===== config.mk =====
export PLATFORM = sky130hd
export DESIGN_NAME = sensor_scan_scheduler
export DESIGN_NICKNAME = d
export VERILOG_FILES = /design/src/rtl/sensor_pkg.sv /design/src/rtl/sensor_period_timer.sv /design/src/rtl/sensor_scan_scheduler.sv
export SDC_FILE = /design/constraint.sdc
export NUM_CORES = 1
export LEC_CHECK = 0
export BUFFER_PORTS_ARGS = -buffer_cell sky130_fd_sc_hd__buf_4
export CORE_ASPECT_RATIO = 0.5
export CORE_MARGIN = 4
export CORE_UTILIZATION = 45
export CTS_CLUSTER_DIAMETER = 50
export CTS_CLUSTER_SIZE = 28
export DETAILED_ROUTE_END_ITERATION = 10
export GPL_ROUTABILITY_DRIVEN = 0
export PLACE_DENSITY = 0.78
export SKIP_CTS_REPAIR_TIMING = 1
export SYNTH_ARGS = -nofsm -noshare
export SYNTH_HDL_FRONTEND = slang
export SYNTH_SLANG_ARGS = --single-unit

===== constraint.sdc =====
create_clock -name clk_in -period 2.17 [get_ports clk_in]
set_input_delay 0.217 -clock clk_in [delete_from_list [all_inputs] [get_ports clk_in]]
set_output_delay 0.217 -clock clk_in [all_outputs]
set_load 0.005 [all_outputs]

===== src/rtl/sensor_pkg.sv =====
// Shared types and default constants for the colour-sensor scan scheduler.
package sensor_pkg;

  typedef enum logic [2:0] {
    IDLE,
    LAUNCH,
    WAIT_BSY,
    RUN,
    BACKOFF,
    CLOSE
  } sched_state_e;

  typedef enum logic [1:0] {
    OK,
    NACK,
    TIMEOUT
  } frame_status_e;

  localparam int unsigned PERIOD_W_DEF     = 16;
  localparam int unsigned RETRY_MAX_DEF    = 3;
  localparam int unsigned BACKOFF_CYC_DEF  = 200;
  localparam int unsigned START_TO_CYC_DEF = 1023;
  localparam int unsigned RUN_TO_CYC_DEF   = 65535;

endpackage


===== src/rtl/sensor_period_timer.sv =====
// Free-running scan period counter; tick marks the last cycle of a period.
module sensor_period_timer #(
  parameter int unsigned PERIOD_W = 16
) (
  input  logic                clk_in,
  input  logic                rst_n,
  input  logic                en,
  input  logic [PERIOD_W-1:0] period_cfg,
  output logic                tick
);

  logic [PERIOD_W-1:0] cnt;
  logic [PERIOD_W-1:0] last;

  // A zero period behaves as a one-cycle period.
  assign last = (period_cfg == '0) ? '0 : period_cfg - PERIOD_W'(1);
  assign tick = en && (cnt == last);

  always_ff @(posedge clk_in or negedge rst_n) begin
    if (!rst_n) begin
      cnt <= '0;
    end else if (!en || tick) begin
      cnt <= '0;
    end else begin
      cnt <= cnt + PERIOD_W'(1);
    end
  end

endmodule


===== src/rtl/sensor_scan_scheduler.sv =====
// Launches one I2C sensor frame at a time, retries NACKs after a backoff.
// SENSOR_SCHED_WATCHDOG_EN builds the start/run watchdogs behind err_timeout.
module sensor_scan_scheduler
  import sensor_pkg::*;
#(
  parameter int unsigned PERIOD_W     = PERIOD_W_DEF,
  parameter int unsigned RETRY_MAX    = RETRY_MAX_DEF,
  parameter int unsigned BACKOFF_CYC  = BACKOFF_CYC_DEF,
  parameter int unsigned START_TO_CYC = START_TO_CYC_DEF,
  parameter int unsigned RUN_TO_CYC   = RUN_TO_CYC_DEF
) (
  input  logic                clk_in,
  input  logic                rst_n,
  input  logic                periodic_en,
  input  logic [PERIOD_W-1:0] period_cfg,
  input  logic                host_req,
  input  logic                bsy,
  input  logic                nack,
  output logic                senzor_on,
  output logic                frame_done,
  output logic                frame_ok,
  output logic                err_nack,
  output logic                err_timeout,
  output logic [1:0]          retry_cnt,
  output logic [15:0]         frame_cnt,
  output logic                active
);

  localparam logic [1:0]  RMAX    = 2'(RETRY_MAX);
  localparam logic [15:0] BO_LAST = 16'(BACKOFF_CYC - 1);

  sched_state_e  state, state_d;
  frame_status_e st_d;
  logic          host_pend, per_pend;
  logic          clr_host, clr_per;
  logic          tick;
  logic          nack_seen, nack_hit;
  logic [1:0]    retries;
  logic [15:0]   bo_cnt;
  logic          wd_start_exp, wd_run_exp;

  sensor_period_timer #(
    .PERIOD_W(PERIOD_W)
  ) u_timer (
    .clk_in    (clk_in),
    .rst_n     (rst_n),
    .en        (periodic_en),
    .period_cfg(period_cfg),
    .tick      (tick)
  );

`ifdef SENSOR_SCHED_WATCHDOG_EN
  localparam logic [15:0] START_LIM = 16'(START_TO_CYC);
  localparam logic [15:0] RUN_LIM   = 16'(RUN_TO_CYC);

  logic [15:0] wd;

  // Restarted at launch and again when bsy rises, so each phase has its own limit.
  always_ff @(posedge clk_in or negedge rst_n) begin
    if (!rst_n) begin
      wd <= '0;
    end else if (state == LAUNCH || (state == WAIT_BSY && bsy)) begin
      wd <= '0;
    end else begin
      wd <= wd + 16'd1;
    end
  end

  assign wd_start_exp = (wd == START_LIM);
  assign wd_run_exp   = (wd == RUN_LIM);
`else
  assign wd_start_exp = 1'b0;
  assign wd_run_exp   = 1'b0;
`endif

  // The transmitter drops nack together with bsy, so count the fall cycle too.
  assign nack_hit = nack_seen | nack;

  always_comb begin
    state_d  = state;
    st_d     = OK;
    clr_host = 1'b0;
    clr_per  = 1'b0;
    unique case (state)
      IDLE: begin
        if (!bsy && (host_pend || per_pend)) begin
          state_d  = LAUNCH;
          clr_host = host_pend;
          clr_per  = !host_pend;
        end
      end
      LAUNCH: state_d = WAIT_BSY;
      WAIT_BSY: begin
        if (bsy) begin
          state_d = RUN;
        end else if (wd_start_exp) begin
          state_d = CLOSE;
          st_d    = TIMEOUT;
        end
      end
      RUN: begin
        if (!bsy) begin
          if (!nack_hit) begin
            state_d = CLOSE;
          end else if (retries < RMAX) begin
            state_d = BACKOFF;
          end else begin
            state_d = CLOSE;
            st_d    = NACK;
          end
        end else if (wd_run_exp) begin
          state_d = CLOSE;
          st_d    = TIMEOUT;
        end
      end
      BACKOFF: begin
        if (bo_cnt == BO_LAST) state_d = LAUNCH;
      end
      CLOSE:   state_d = IDLE;
      default: state_d = IDLE;
    endcase
  end

  always_ff @(posedge clk_in or negedge rst_n) begin
    if (!rst_n) begin
      state     <= IDLE;
      host_pend <= 1'b0;
      per_pend  <= 1'b0;
      nack_seen <= 1'b0;
      retries   <= '0;
      bo_cnt    <= '0;
    end else begin
      state     <= state_d;
      host_pend <= host_req | (host_pend & ~clr_host);
      per_pend  <= tick | (per_pend & ~clr_per);
      if (state == LAUNCH) begin
        nack_seen <= 1'b0;
      end else if (state == RUN && nack) begin
        nack_seen <= 1'b1;
      end
      bo_cnt <= (state == BACKOFF) ? bo_cnt + 16'd1 : '0;
      if (state == RUN && state_d == BACKOFF) begin
        retries <= retries + 2'd1;
      end else if (state == CLOSE) begin
        retries <= '0;
      end
    end
  end

  always_ff @(posedge clk_in or negedge rst_n) begin
    if (!rst_n) begin
      senzor_on   <= 1'b0;
      frame_done  <= 1'b0;
      frame_ok    <= 1'b0;
      err_nack    <= 1'b0;
      err_timeout <= 1'b0;
      retry_cnt   <= '0;
      frame_cnt   <= '0;
      active      <= 1'b0;
    end else begin
      senzor_on  <= (state_d == LAUNCH);
      frame_done <= (state_d == CLOSE);
      active     <= (state_d != IDLE);
      if (state_d == CLOSE) begin
        frame_ok    <= (st_d == OK);
        err_nack    <= (st_d == NACK);
        err_timeout <= (st_d == TIMEOUT);
        retry_cnt   <= retries;
        frame_cnt   <= frame_cnt + 16'd1;
      end
    end
  end

endmodule


==> parameters.txt <==
Parameter                              Value

Status
  Outcome ... finished with violations
  Failing checks ... hold timing, setup timing

Yosys
  Count of different cell masters after synthesis ... 65
  Dominant register cell in the synthesized netlist ... dfrtp_1
  Synthesized netlist cell count ... 396
  Combinational family with the most area after synthesis ... simple AND/OR/NAND/NOR gates
  Post-synthesis compound-gate area fraction ... 12.3%
  Total number of yosys warnings ... 0
  Area of the mapped netlist ... 3680 um^2
  XOR/XNOR Fraction of Synth Area ... 13.2%
  Synthesized area divided by synthesized cell count ... 9.28 um^2
  Ys async rst share ... 100%
  Number of flops mapped to enable cells by yosys ... 0
  Mux contribution to synthesized area ... 0.272%
  Post-synthesis adder-cell area fraction ... 1.70%
  FF+latch count, synth ... 63
  Post-Synth Simple-Gate Area ... 26.1%
  Synth Net Count ... 423
  Register area share after synthesis ... 42.9%

Timing
  Max-Slew Margin vs Limit ... 49.1%
  Skew final ... 0.00475 ns
  Hold slack ... -0.0233 ns
  Minimum setup slack in the final design ... -0.156 ns
  Tmin final ... 2.33 ns
  Setup repair after global routing missed its margin ... yes
  Pin slew with the least headroom to its limit ... 0.764 ns
  Final max-slew violation count ... 0
  Maximum clock rate ... 0.430 GHz
  Hold Fails Final Rpt ... 63
  Number of setup violations in the final report ... 17
  Crit share post-route ... 107%

CTS
  TritonCTS clock tree ... done
  CTS Sinks ... 63
  Root buf cell ... clkbuf_16
  CTS H-Tree Depth ... 3
  Clk slew on worst S/H paths ... 0.05 ns
  Number of buffers on the longest clock path ... 2
  Clock Latency Late Sink ... 0.32 ns
  Number of buffers added by the clock tree synthesis step ... 9

Floorplan
  Total Die Area ... 9770 um^2
  Number of primary I/O pins ... 46
  Vertical die dimension ... 71.9 um
  Site Rows ... 22
  Floorplan die width ... 136 um
  Placeable core region ... 7620 um^2
  Starting utilization of the core area ... 48.2%

Routing
  Number of search-and-repair iterations in the first detailed-routing pass ... 4
  DR vias ... 3180
  Routed wire length ... 8400 um
  Average detailed-routed wire length per instance ... 14.0 um
  Iter 0 DRT Violations ... 184
  Vias per Instance ... 5.30
  Number of antenna-violating nets in the routed design ... 0
  Post-route DRC ... 0

Place
  Placed wire-length estimate ... 6110 um
  Post-DP Area ... 4540 um^2
  Port Buf Inserts ... 44
  Number of cells in the design after placement ... 584

Layout
  Synth-to-Final Area Change ... 32.8%
  Fin area ... 4880 um^2
  Most frequent cells in the layout ... 96 x buf_4, 63 x dfrtp_1, 49 x nor2_1
  Total area of multi-input combinational cells ... 2080 um^2
  Inserted Diodes ... 0
  Share of layout cells above drive strength 1 ... 29.1%
  Post-route insts no fill ... 600
  Sequential cell area ... 1580 um^2
  Number of fill cells ... 612
  Total number of nets in the final design ... 514
  Commonest non-fill, non-tap cell in the layout ... buf_4

Power
  Leakage power of the design ... 0.00218 uW
  Total power ... 3720 uW
  Power per cell area ... 762 nW/um^2
  Maximum vdd drop ... 0.000396 V

Critical path
  Type of element capturing the critical path ... flip-flop
  Critical path's largest stage delay ... 0.57 ns
  R2R cell count ... 8
  Crit-path cells ... buf_4, or4_4, or3_4, a2111oi_4, a41o_1, o32ai_2, o41ai_4, buf_12, nor2_1
  Worst path buffer plus inverter count ... 2
  Crit. Startpoint ... period_cfg[2]
  Arrival time at the worst endpoint ... 2.54 ns
  CP Launch Type ... input pin
  Reg-to-reg slack, setup ... 0.13 ns
  Critical path's top delay family ... simple AND/OR/NAND/NOR gates
  Cell type of the slowest stage on the worst timing path ... or4_4
  CP max FO ... 16
  Required time at the endpoint of the critical path ... 2.38 ns
  Worst Setup Path Type ... in -> reg
  Worst flop-to-flop path endpoint ... u_timer.cnt[10]
  Crit Reg-Reg Startpoint ... u_timer.cnt[11]

Global route
  Wire length of the first global-routing pass ... 14600 um
  Largest net degree at the start of global routing ... 64
  Total Routing Usage GR ... 18.4%
  Vias in the first global route ... 3220
  Number of antenna violations at the first check in global routing ... 0
  Remaining global-route overflow ... 0

Min path
  Worst min path class ... in -> async

Run
  Count of max-cap constraint violations ... 0
==> per-stage QoR <==
| step | utilization [%] | setup TNS, ns | hold WS, ns | setup slack [ns] |
|---|---|---|---|---|
| 3_3_place_gp | 59.5 | -7.72 | 0.346 | -0.466 |
| 2_1_floorplan | - | -5.13 | -0.0786 | -0.363 |
| 6_report | 64.0 | -2.53 | -0.0233 | -0.156 |
| 4_1_cts | 63.6 | -2.69 | 0.00215 | -0.191 |
| 3_5_place_dp | 59.5 | -8.71 | 0.348 | -0.551 |
| 5_1_grt | 64.0 | -3.25 | 0.0382 | -0.205 |
==> logic make-up (layout without fill, tap and decap cells) <==
| group | Yosys count | in the layout |
|---|---|---|
| other | 1 | 1 |
| AND/OR/NAND/NOR | 187 | 187 |
| adder cells (fa/ha/maj) | 5 | 5 |
| AO/OA/AOI/OAI | 59 | 59 |
| flip-flops | 63 | 63 |
| buffers and inverters | 26 | 122 |
| multiplexers | 1 | 1 |
| XOR/XNOR | 54 | 54 |
==> state kept, by name, indices dropped and copies added (netlist names) <==
register,flops
bo_cnt,16
frame_ok,1
retry_cnt,2
retries,2
host_pend,1
senzor_on,1
state,3
frame_cnt,16
frame_done,1
nack_seen,1
err_nack,1
u_timer.cnt,16
active,1
per_pend,1
==> where the power goes <==
part	switching, uW	internal, uW
combinational	403	409
sequential	147	1320
clock	518	922
==> routing by layer <==
metal,track usage [%],up-vias,part of all wire (%)
li1,-,1601,-
met1,23.7,1511,47
met2,31.4,57,48
met3,4.36,11,4.4
met4,5.25,0,1.2
met5,0,-,0
==> cell usage after synthesis, drive strengths merged (9+ instances only) <==
master  instances  area (um^2)
dfrtp          63         1580
nor2           51          191
nand2          38          143
xnor2          29          254
nand3          26          130
xor2           24          210
and3           13         86.3
nor4           12         87.6
o21ai          12         60.1
clkbuf         10         37.5
or3            10         63.8
inv             9         33.8
==> layout make-up <==
| cell class | count | area share (%) |
|---|---|---|
| inverters | 9 | 0.846 |
| flip-flops and latches | 63 | 32.3 |
| repair buffers | 97 | 15.2 |
| well taps | 108 | 2.77 |
| clock inverters | 6 | 1.41 |
| clock buffers | 10 | 4.89 |
| multi-input cells | 307 | 42.6 |
==> worst max-delay path by stage <==
stage / end / slack [ns] / depth (start not counted)
after floorplan: u_timer.cnt[9] / -0.36 / 8
after global placement: per_pend / -0.47 / 11
after detailed placement: per_pend / -0.55 / 11
after CTS: per_pend / -0.19 / 11
after global routing: u_timer.cnt[10] / -0.20 / 9
final: u_timer.cnt[6] / -0.16 / 9
(Power assumes the default switching activity.)
